File: src/rtl/add_arbiter.sv
// add_arbiter: two requesters share one 8-bit adder through an IDLE -> EXEC -> RESP handshake.
// Define ADD_ARBITER_RR_EN for round-robin arbitration; otherwise requester 0 has fixed priority.

// Shared 8-bit adder with carry out.
module add8 (
   input  logic [7:0] a,
   input  logic [7:0] b,
   output logic [7:0] out,
   output logic       cout
);
   assign {cout, out} = 9'(a) + 9'(b);
endmodule

module add_arbiter (
   input  logic       clk,
   input  logic       rst,
   input  logic       req0_valid,
   input  logic [7:0] req0_a,
   input  logic [7:0] req0_b,
   output logic       req0_ready,
   input  logic       req1_valid,
   input  logic [7:0] req1_a,
   input  logic [7:0] req1_b,
   output logic       req1_ready,
   output logic       res_valid,
   output logic [7:0] res_sum,
   output logic       res_cout,
   output logic       res_id,
   input  logic       res_ready
);
   localparam int unsigned DATA_W = 8;

   typedef enum logic [1:0] {
      S_IDLE = 2'd0,
      S_EXEC = 2'd1,
      S_RESP = 2'd2
   } state_t;

   typedef struct packed {
      logic [DATA_W-1:0] a;
      logic [DATA_W-1:0] b;
      logic              id;
   } operand_t;

   state_t            state;
   operand_t          opnd;
   logic              last_grant;
   logic              grant_id;
   logic              accept;
   logic [DATA_W-1:0] add_out;
   logic              add_cout;

   add8 u_add8 (
      .a    (opnd.a),
      .b    (opnd.b),
      .out  (add_out),
      .cout (add_cout)
   );

   // Grant selection; ready is combinational so the requester sees it in the accept cycle.
   always_comb begin
      grant_id = 1'b0;
      if (req0_valid && req1_valid) begin
`ifdef ADD_ARBITER_RR_EN
         grant_id = ~last_grant;
`else
         grant_id = 1'b0;
`endif
      end else if (req1_valid) begin
         grant_id = 1'b1;
      end
      accept     = (state == S_IDLE) && !rst && (req0_valid || req1_valid);
      req0_ready = accept && !grant_id;
      req1_ready = accept &&  grant_id;
   end

`ifndef ADD_ARBITER_RR_EN
   // Fixed priority keeps last_grant only for observability.
   logic unused_last_grant;
   assign unused_last_grant = last_grant;
`endif

   always_ff @(posedge clk) begin
      if (rst) begin
         state      <= S_IDLE;
         opnd       <= '0;
         last_grant <= 1'b1;
         res_valid  <= 1'b0;
         res_sum    <= '0;
         res_cout   <= 1'b0;
         res_id     <= 1'b0;
      end else begin
         unique case (state)
            S_IDLE: begin
               if (accept) begin
                  opnd.a     <= grant_id ? req1_a : req0_a;
                  opnd.b     <= grant_id ? req1_b : req0_b;
                  opnd.id    <= grant_id;
                  last_grant <= grant_id;
                  state      <= S_EXEC;
               end
            end
            S_EXEC: begin
               res_sum   <= add_out;
               res_cout  <= add_cout;
               res_id    <= opnd.id;
               res_valid <= 1'b1;
               state     <= S_RESP;
            end
            S_RESP: begin
               // Result held until the consumer takes it.
               if (res_ready) begin
                  res_valid <= 1'b0;
                  state     <= S_IDLE;
               end
            end
            default: state <= S_IDLE;
         endcase
      end
   end
endmodule

File: config.mk
export PLATFORM = sky130hd
export DESIGN_NAME = add_arbiter
export DESIGN_NICKNAME = d
export VERILOG_FILES = /design/src/rtl/add_arbiter.sv
export SDC_FILE = /design/constraint.sdc
export NUM_CORES = 1
export LEC_CHECK = 0
export CORE_MARGIN = 8
export CORE_UTILIZATION = 50
export CTS_CLUSTER_DIAMETER = 50
export DETAILED_ROUTE_END_ITERATION = 7
export GPL_TIMING_DRIVEN = 0
export HOLD_SLACK_MARGIN = 0.05
export PLACE_DENSITY = 0.85
export SETUP_SLACK_MARGIN = 0.1
export SYNTH_ARGS = -nofsm -noshare
export SYNTH_HDL_FRONTEND = slang
export SYNTH_SLANG_ARGS = --single-unit
File: constraint.sdc
create_clock -name clk -period 3.7 [get_ports clk]
set_clock_uncertainty 0.1 [all_clocks]
set_input_delay 0.37 -clock clk [delete_from_list [all_inputs] [get_ports clk]]
set_output_delay 0.37 -clock clk [all_outputs]
set_load 0.02 [all_outputs]
==> flow_summary.json, run 1 <==
{
  "combinationalPowerShare_pct": 28.2,
  "path_class": "input pin to output port",
  "tightest_slew_ps": 626,
  "critPathSlowestCell": "clkdlybuf4s50_1",
  "synth.largest_area_cell": "dfxtp_1",
  "io_buffers": 49,
  "grt_pass1_vias": 1496,
  "cp.required_ps": 3230,
  "grt_max_degree": 11,
  "area_growth_pct": 37.1,
  "grt-ovfl-total": 0,
  "dieWidth_um": 72.8,
  "setup_viol": 0,
  "pwr-share-seq_pct": 47.3,
  "min_period_ps": 2980,
  "clkLatencyLatePin_ps": 340,
  "yosys.area.top_type_share_pct": 37.3,
  "status": "finished clean",
  "crit_chain": "clkdlybuf4s50_1 -> nor4_4 -> buf_4 -> and2_1 -> clkdlybuf4s50_1",
  "slowest_delay_ps": 610,
  "power.switching_uw": 239,
  "cellPowerDensity_mw_per_mm2": 357,
  "p_int_uw": 550,
  "track_usage_pct": 16.6,
  "synthArstFlopShare_pct": 0,
  "clkPwrFrac_pct": 24.5,
  "vias": 1469,
  "finalCritPeriodShare_pct": 80.5,
  "ys_seq_area_share_pct": 37.3,
  "drv_cap": 0,
  "post_cts_buffers": 0,
  "synth_cells": 172,
  "setup_ws_ps": 722,
  "avgSynthCellArea_um2": 9.36,
  "dp.cells": 265,
  "synthFlopType": "dfxtp_1",
  "cts_tree": "yes",
  "finalWeightedCongestion": 0.798,
  "die_y_um": 72.8,
  "timing.hold.ws_ps": 351,
  "cts_resized": 0,
  "drt-total-wl_um": 4040,
  "fin_nets": 274,
  "routedWlPerCell_um": 14.9,
  "viasPerCell": 5.42,
  "dpl_worst_slack_ps": 706,
  "finalHoldViolCount": 0,
  "drt_iter0_drc": 68,
  "final_cells": 271,
  "endpoint_kind": "output port",
  "drv_slew": 0,
  "tns_ps": 0,
  "firstDrtPassIters": 4,
  "clockBufferDepth": 2,
  "numClockSinks": 30,
  "synth.distinct_cells": 36,
  "slew_headroom_pct": 58.2,
  "finalPower_uw": 789,
  "synth_area_leaders": "dfxtp_1 (37%), mux2i_1 (11%), a211oi_2 (8.5%)",
  "antenna_found_initial": 0,
  "cts_max_level": 2,
  "switching_share_pct": 30.3,
  "netlist_area_mm2": 0.00161,
  "io_pins": 50,
  "die_area_mm2": 0.00529,
  "synth_fp_nets": 218,
  "numCtsBuffers": 5,
  "cp_data_arrival_time_ps": 2510,
  "start_util_pct": 52.7,
  "synth_edf_count": 0,
  "clock.fmax_mhz": 336,
  "hold_class": "flip-flop to flip-flop",
  "antenna_left": 0,
  "hpwl_um": 3250,
  "startpoint_type": "input pin",
  "fp.coreArea_mm2": 0.00305,
  "ys_seq_elements": 30,
  "p_leak_nw": 0.840,
  "grt_pass1_wl_um": 6850,
  "diodes": 0,
  "yosys-top-cells-count": "dfxtp_1 (30), nor2_1 (20), mux2i_1 (17)",
  "drc": 0,
  "yosys_warnings": 0,
  "synth_most_common_cell": "dfxtp_1",
  "rows": 20,
  "peakVddDrop_v": 0.000220,
  "layout-drive-gt1-share_pct": 10.6,
  "path_clk_slew_ps": 80,
  "root_buffer": "clkbuf_4",
  "cp_max_fo": 10,
  "holdBufCountCts": 0,
  "rsz0062_at_grt": "no",
  "path_common_cell": "clkdlybuf4s50_1"
}
[power groups by stage]
stage	Sequential (mW)	Clock [mW]	Combinational [mW]
6_report	0.373	0.193	0.223
5_1_grt	0.376	0.216	0.245
4_1_cts	0.373	0.195	0.224
3_5_place_dp	0.380	0	0.222
3_3_place_gp	0.378	0	0.217
2_1_floorplan	0.385	0	0.127
[layer usage]
metal | vias up | share of wire (%) | global-route usage (%)
li1 | 738 | - | -
met2 | 48 | 48 | 27.2
met3 | 10 | 7.6 | 7.42
met5 | - | 0 | 0
met1 | 673 | 42 | 18.0
met4 | 0 | 1.9 | 7.33
[cells in the final DEF, fill, tap and decap left out, types with 4 or more instances in the layout]
cell	n
ha_1	8
o21ai_0	4
a211oi_1	7
nor2b_1	4
clkbuf_4	5
nand2_1	14
mux2i_1	17
a21oi_1	14
clkbuf_1	5
dfxtp_1	30
nor2_1	20
clkdlybuf4s50_1	49
nand3_1	6
a211oi_2	11
[worst paths after layout]
path         slack [ps]       start          to  depth (start not counted)
max                 720         rst  req1_ready                          5
min                 350  res_sum[3]  res_sum[3]                          2
max reg2reg        1810    opnd[11]  res_sum[7]                          5
min reg2reg         350  res_sum[3]  res_sum[3]                          2
[worst max-delay path: cells and delay by family]
kind | cells | cell delay [ps]
buffers and inverters | 3 | 1420
AND/OR/NAND/NOR | 2 | 720
[state kept, by name, summed over array words and instances, names as in the netlist]
signal and flops:
opnd 17, res_valid 1, res_id 1, res_sum 8, res_cout 1, state 2
[final cells by class]
type                            count  area (um2)
Fill cell                         240         846
Multi-Input combinational cell    130         941
Tap cell                           44        55.1
Buffer                             10        61.3
Sequential cell                    30         601
Timing Repair Buffer               49         490
Inverter                            2        7.51
Clock buffer                        6        51.3
[through the flow]
stage               util [%]  cell area [um2]
finish                  72.3             2210
global route            72.3             2210
CTS                     72.3             2210
detailed placement      70.6             2160
global placement        70.6             2160
floorplan                  -             1610
[cells by family (layout without fill, tap and decap cells)]
group / Yosys count / after routing / synth area share (%)
DFF: 30 / 30 / 37.3
adders and majority gates: 9 / 9 / 7.46
AOI/OAI and AO/OA: 44 / 44 / 21.2
and+or+nand+nor: 58 / 58 / 18.1
buffers and inverters: 12 / 67 / 4.27
xor gates and xnor gates: 2 / 2 / 1.09
muxes: 17 / 17 / 10.6
Note: power is estimated with default switching activity, not from simulation.
==> run 2: changes to the inputs <==
- CORE_UTILIZATION: 50 -> 42
- PLACE_DENSITY: 0.85 -> 0.76
- clock period: 3.7 -> 2.4 ns (I/O delays scaled with it)
==> run 2 against run 1 <==
Net effect:
- critical path depth up 2
- critical endpoint is now req0_ready
- clock-buffer cell count rose by 1
- first-iteration DRC count increased by 74%
- wire length is 2.6% lower
==> flow_summary.json, run 2 (synthesis gave the netlist of run 1 again) <==
{
  "status": "finished clean",
  "area_growth_pct": 39.9,
  "numClockSinks": 30,
  "vias": 1446,
  "grt_pass1_vias": 1535,
  "fin_nets": 276,
  "largest_registers": "opnd x17, res_sum x8, state x2",
  "die_area_mm2": 0.00607,
  "fp.coreArea_mm2": 0.00369,
  "endpoint_kind": "output port",
  "io_pins": 50,
  "die_y_um": 77.9,
  "routedWlPerCell_um": 14.2,
  "root_buffer": "clkbuf_8",
  "hpwl_um": 3010,
  "dieWidth_um": 77.9,
  "cellPowerDensity_mw_per_mm2": 579,
  "diodes": 0,
  "numCtsBuffers": 5,
  "grt_max_degree": 11,
  "finalCritPeriodShare_pct": 90.1,
  "drt-total-wl_um": 3930,
  "nFillCells": 346,
  "viasPerCell": 5.20,
  "final_cell_mix": "clkdlybuf4s50_1 (47), dfxtp_1 (30), nor2_1 (20)",
  "setup_viol": 0,
  "antenna_left": 0,
  "firstDrtPassIters": 4,
  "holdBufCountCts": 0,
  "timing.hold.ws_ps": 352,
  "p_leak_nw": 0.867,
  "hold_class": "flip-flop to flip-flop",
  "drv_slew": 0,
  "clockBufferDepth": 2,
  "tightest_slew_ps": 671,
  "cts_max_level": 2,
  "drv_cap": 0,
  "crit_chain": "clkdlybuf4s50_1 -> nor2_1 -> nor4_4 -> buf_4 -> buf_6 -> nor2b_1 -> dlygate4sd2_1",
  "grt_pass1_wl_um": 6950,
  "drc": 0,
  "clock.fmax_mhz": 462,
  "critPathSlowestCell": "clkdlybuf4s50_1",
  "rows": 22,
  "path_clk_slew_ps": 60,
  "track_usage_pct": 13.9,
  "final_common_cell": "clkdlybuf4s50_1",
  "largest_register_ffs": 17,
  "grt-ovfl-total": 0,
  "cp_max_fo": 10,
  "finalWeightedCongestion": 0.842,
  "finalHoldViolCount": 0,
  "slowest_delay_ps": 470,
  "startpoint_type": "input pin",
  "finalPower_mw": 1.30,
  "antenna_found_initial": 0,
  "clkLatencyLatePin_ps": 280,
  "rsz0062_at_grt": "no",
  "io_buffers": 49,
  "start_util_pct": 43.7,
  "min_period_ps": 2160,
  "layout-drive-gt1-share_pct": 10.9,
  "drt_iter0_drc": 118,
  "cts_tree": "yes",
  "largest-register": "opnd",
  "path_class": "input pin to output port",
  "cp.required_ps": 2060,
  "peakVddDrop_v": 0.000301,
  "slew_headroom_pct": 55.3,
  "cp_data_arrival_time_ps": 1820
}
-- run 2: cell types whose count changed in the layout (fill, tap and decap cells not counted), sizes merged --
cell	change
buf	+2
clkbuf	+1
dlygate4sd2	+2
clkdlybuf4s50	-2
-- run 2: routing by layer --
| layer | vias up | GRT usage (%) | share of wire (%) |
|---|---|---|---|
| li1 | 742 | - | - |
| met5 | - | 0 | 0 |
| met3 | 9 | 4.38 | 5.9 |
| met4 | 0 | 5.74 | 1.6 |
| met1 | 650 | 16.8 | 46 |
| met2 | 45 | 22.3 | 47 |
-- run 2: power breakdown --
| part | switching, mW | internal [mW] |
|---|---|---|
| Sequential | 0.0297 | 0.543 |
| Combinational | 0.171 | 0.177 |
| Clock | 0.183 | 0.199 |
| Total | 0.384 | 0.919 |
-- run 2: worst max-delay path, delay by kind of cell --
kind	cells	cell delay [ps]
and+or+nand+nor	3	440
buffers and inverters	4	1140
-- run 2: through the flow --
stage / util [%] / setup slack, ps / instances / area (um2) / setup TNS (ps)
6_report: 61.1 / 237 / 278 / 2250 / 0
3_5_place_dp: 58.6 / -380 / 269 / 2160 / -688
5_1_grt: 61.1 / 136 / 278 / 2250 / 0
3_3_place_gp: 58.6 / -367 / 269 / 2160 / -665
4_1_cts: 61.1 / 222 / 278 / 2250 / 0
2_1_floorplan: - / 632 / 172 / 1610 / 0
-- run 2: area by class of cell --
type	instances	area (um2)	area share (%)
multi-input cells	130	941	41.8
flip-flops and latches	30	601	26.7
repair buffers	51	503	22.3
clock buffers	7	76.3	3.39
plain buffers	10	63.8	2.83
well taps	48	60.1	2.67
inverters	2	7.51	0.333
-- run 2: worst paths after layout --
check | slack [ps] | to | cells after the start | start
worst max register to register | 500 | res_sum[7] | 5 | opnd[3]
worst min-delay path | 350 | res_sum[0] | 2 | res_sum[0]
worst max-delay path | 240 | req0_ready | 7 | req1_valid
worst min register to register | 350 | res_sum[0] | 2 | res_sum[0]
-- run 2: what timing repair did --
| item | CTS | global route |
|---|---|---|
| setup endpoints to repair | 2 | 0 |
| gates resized for setup | 3 | 0 |
| setup buffers | 2 | 0 |
==> run 3: changes to the inputs <==
- REMOVE_ABC_BUFFERS: default -> 1
==> run 3 against run 2 <==
Net effect:
- core utilization decreased by 0.58 points
- cell area decreased by 0.94%
- non-clock buffer count decreased by 8
- clock power increased by 3%
- sequential share of layout area increased by 0.25 points
- worst hold slack improved by 2.6 ps
==> flow_summary.json, run 3 (synthesis gave the netlist of run 1 again) <==
{
  "status": "finished clean",
  "min_period_ps": 2110,
  "fin_nets": 268,
  "final_common_cell": "clkdlybuf4s50_1",
  "tns_ps": 0,
  "p_leak_nw": 0.859,
  "routedWlPerCell_um": 13.2,
  "finalWeightedCongestion": 0.817,
  "start_util_pct": 43.7,
  "clkLatencyLatePin_ps": 280,
  "viasPerCell": 5.17,
  "largest_register_ffs": 17,
  "drt_iter0_drc": 49,
  "antenna_left": 0,
  "setup_viol": 0,
  "setup_ws_ps": 287,
  "endpoint_kind": "output port",
  "tightest_slew_ps": 715,
  "grt_max_degree": 32,
  "slew_headroom_pct": 52.3,
  "layout-drive-gt1-share_pct": 11.3,
  "drc": 0,
  "antenna_found_initial": 0,
  "grt_util_met1_pct": 13.1,
  "placed_area_mm2": 0.00214,
  "timing.hold.ws_ps": 355,
  "grt_pass1_wl_um": 5980,
  "peakVddDrop_v": 0.000292,
  "finalCritPeriodShare_pct": 88.0,
  "largest_registers": "opnd x17, res_sum x8, state x2",
  "cp_max_fo": 19,
  "finalPower_mw": 1.30,
  "die_y_um": 77.9,
  "cp_data_arrival_time_ps": 1770,
  "numClockSinks": 30,
  "numCtsBuffers": 5,
  "dp.cells": 262,
  "grt-ovfl-total": 0,
  "area_growth_pct": 38.5,
  "nFillCells": 362,
  "drv_cap": 0,
  "clock.fmax_mhz": 473,
  "drt-total-wl_um": 3560,
  "cellPowerDensity_mw_per_mm2": 583,
  "final_cells": 269,
  "diodes": 0,
  "cts_tree": "yes",
  "drv_slew": 0,
  "vias": 1392,
  "hold_class": "flip-flop to flip-flop",
  "finalHoldViolCount": 0,
  "finalCoreUtilization_pct": 60.5,
  "met3_usage_pct": 4.61,
  "dieWidth_um": 77.9,
  "die_area_mm2": 0.00607,
  "track_usage_pct": 12.2,
  "use_met2_pct": 20.3,
  "dpl_worst_slack_ps": -1010,
  "clockBufferDepth": 2,
  "startpoint_type": "input pin",
  "rsz0062_at_grt": "no",
  "io_pins": 50,
  "rows": 22,
  "final_cell_mix": "clkdlybuf4s50_1 (46), dfxtp_1 (30), nor2_1 (20)",
  "firstDrtPassIters": 4,
  "hpwl_um": 2630,
  "busiest_layer": "met2",
  "path_class": "input pin to output port",
  "fp.coreArea_mm2": 0.00369,
  "path_clk_slew_ps": 60,
  "cp.required_ps": 2060,
  "cts_max_level": 2,
  "largest-register": "opnd",
  "design_area_mm2": 0.00223,
  "io_buffers": 49,
  "root_buffer": "clkbuf_8",
  "grt_pass1_vias": 1433
}
run 3: cell types whose count changed in the layout (fill, tap and decap cells not counted), sizes merged:
cell,previous run,this run
clkbuf,12,6
buf,7,5
clkdlybuf4s50,47,46
run 3: area by class of cell:
cell class	count	area [um2]	area share, %
Tap cell	48	60.1	2.69
Multi-Input combinational cell	130	948	42.5
Clock buffer	6	82.6	3.70
Timing Repair Buffer	53	532	23.8
Inverter	2	7.51	0.337
Sequential cell	30	601	26.9
run 3: path summary, 6_finish.rpt:
check,start,end,slack (ps),depth (start not counted)
worst max-delay path,req0_valid,req0_ready,290,7
worst min-delay path,res_id,res_id,360,2
worst max register to register,opnd[1],res_sum[6],500,6
worst min register to register,res_id,res_id,360,2
run 3: layer usage:
metal / vias to the layer above / routed length [um]
met5: - / 0
met1: 619 / 1550
met4: 0 / 73
li1: 727 / -
met3: 8 / 221
met2: 38 / 1710
run 3: power by group:
part / total (mW) / internal (mW) / switching (mW)
clock network: 0.393 / 0.220 / 0.172
logic: 0.336 / 0.172 / 0.163
registers: 0.571 / 0.543 / 0.0284
run 3: what timing repair did:
action | in CTS | in global routing
gates resized for setup | 8 | 0
hold buffers | 0 | 0
endpoints found under the setup margin | 15 | 0
buffers inserted | 1 | 0
run 3: worst max-delay path, cell delays in order:
cell,delay [ps]
clkdlybuf4s50_1,520
nor2_1,90
nor4_4,150
buf_6,140
buf_8,150
nor2b_1,140
dlygate4sd2_1,330
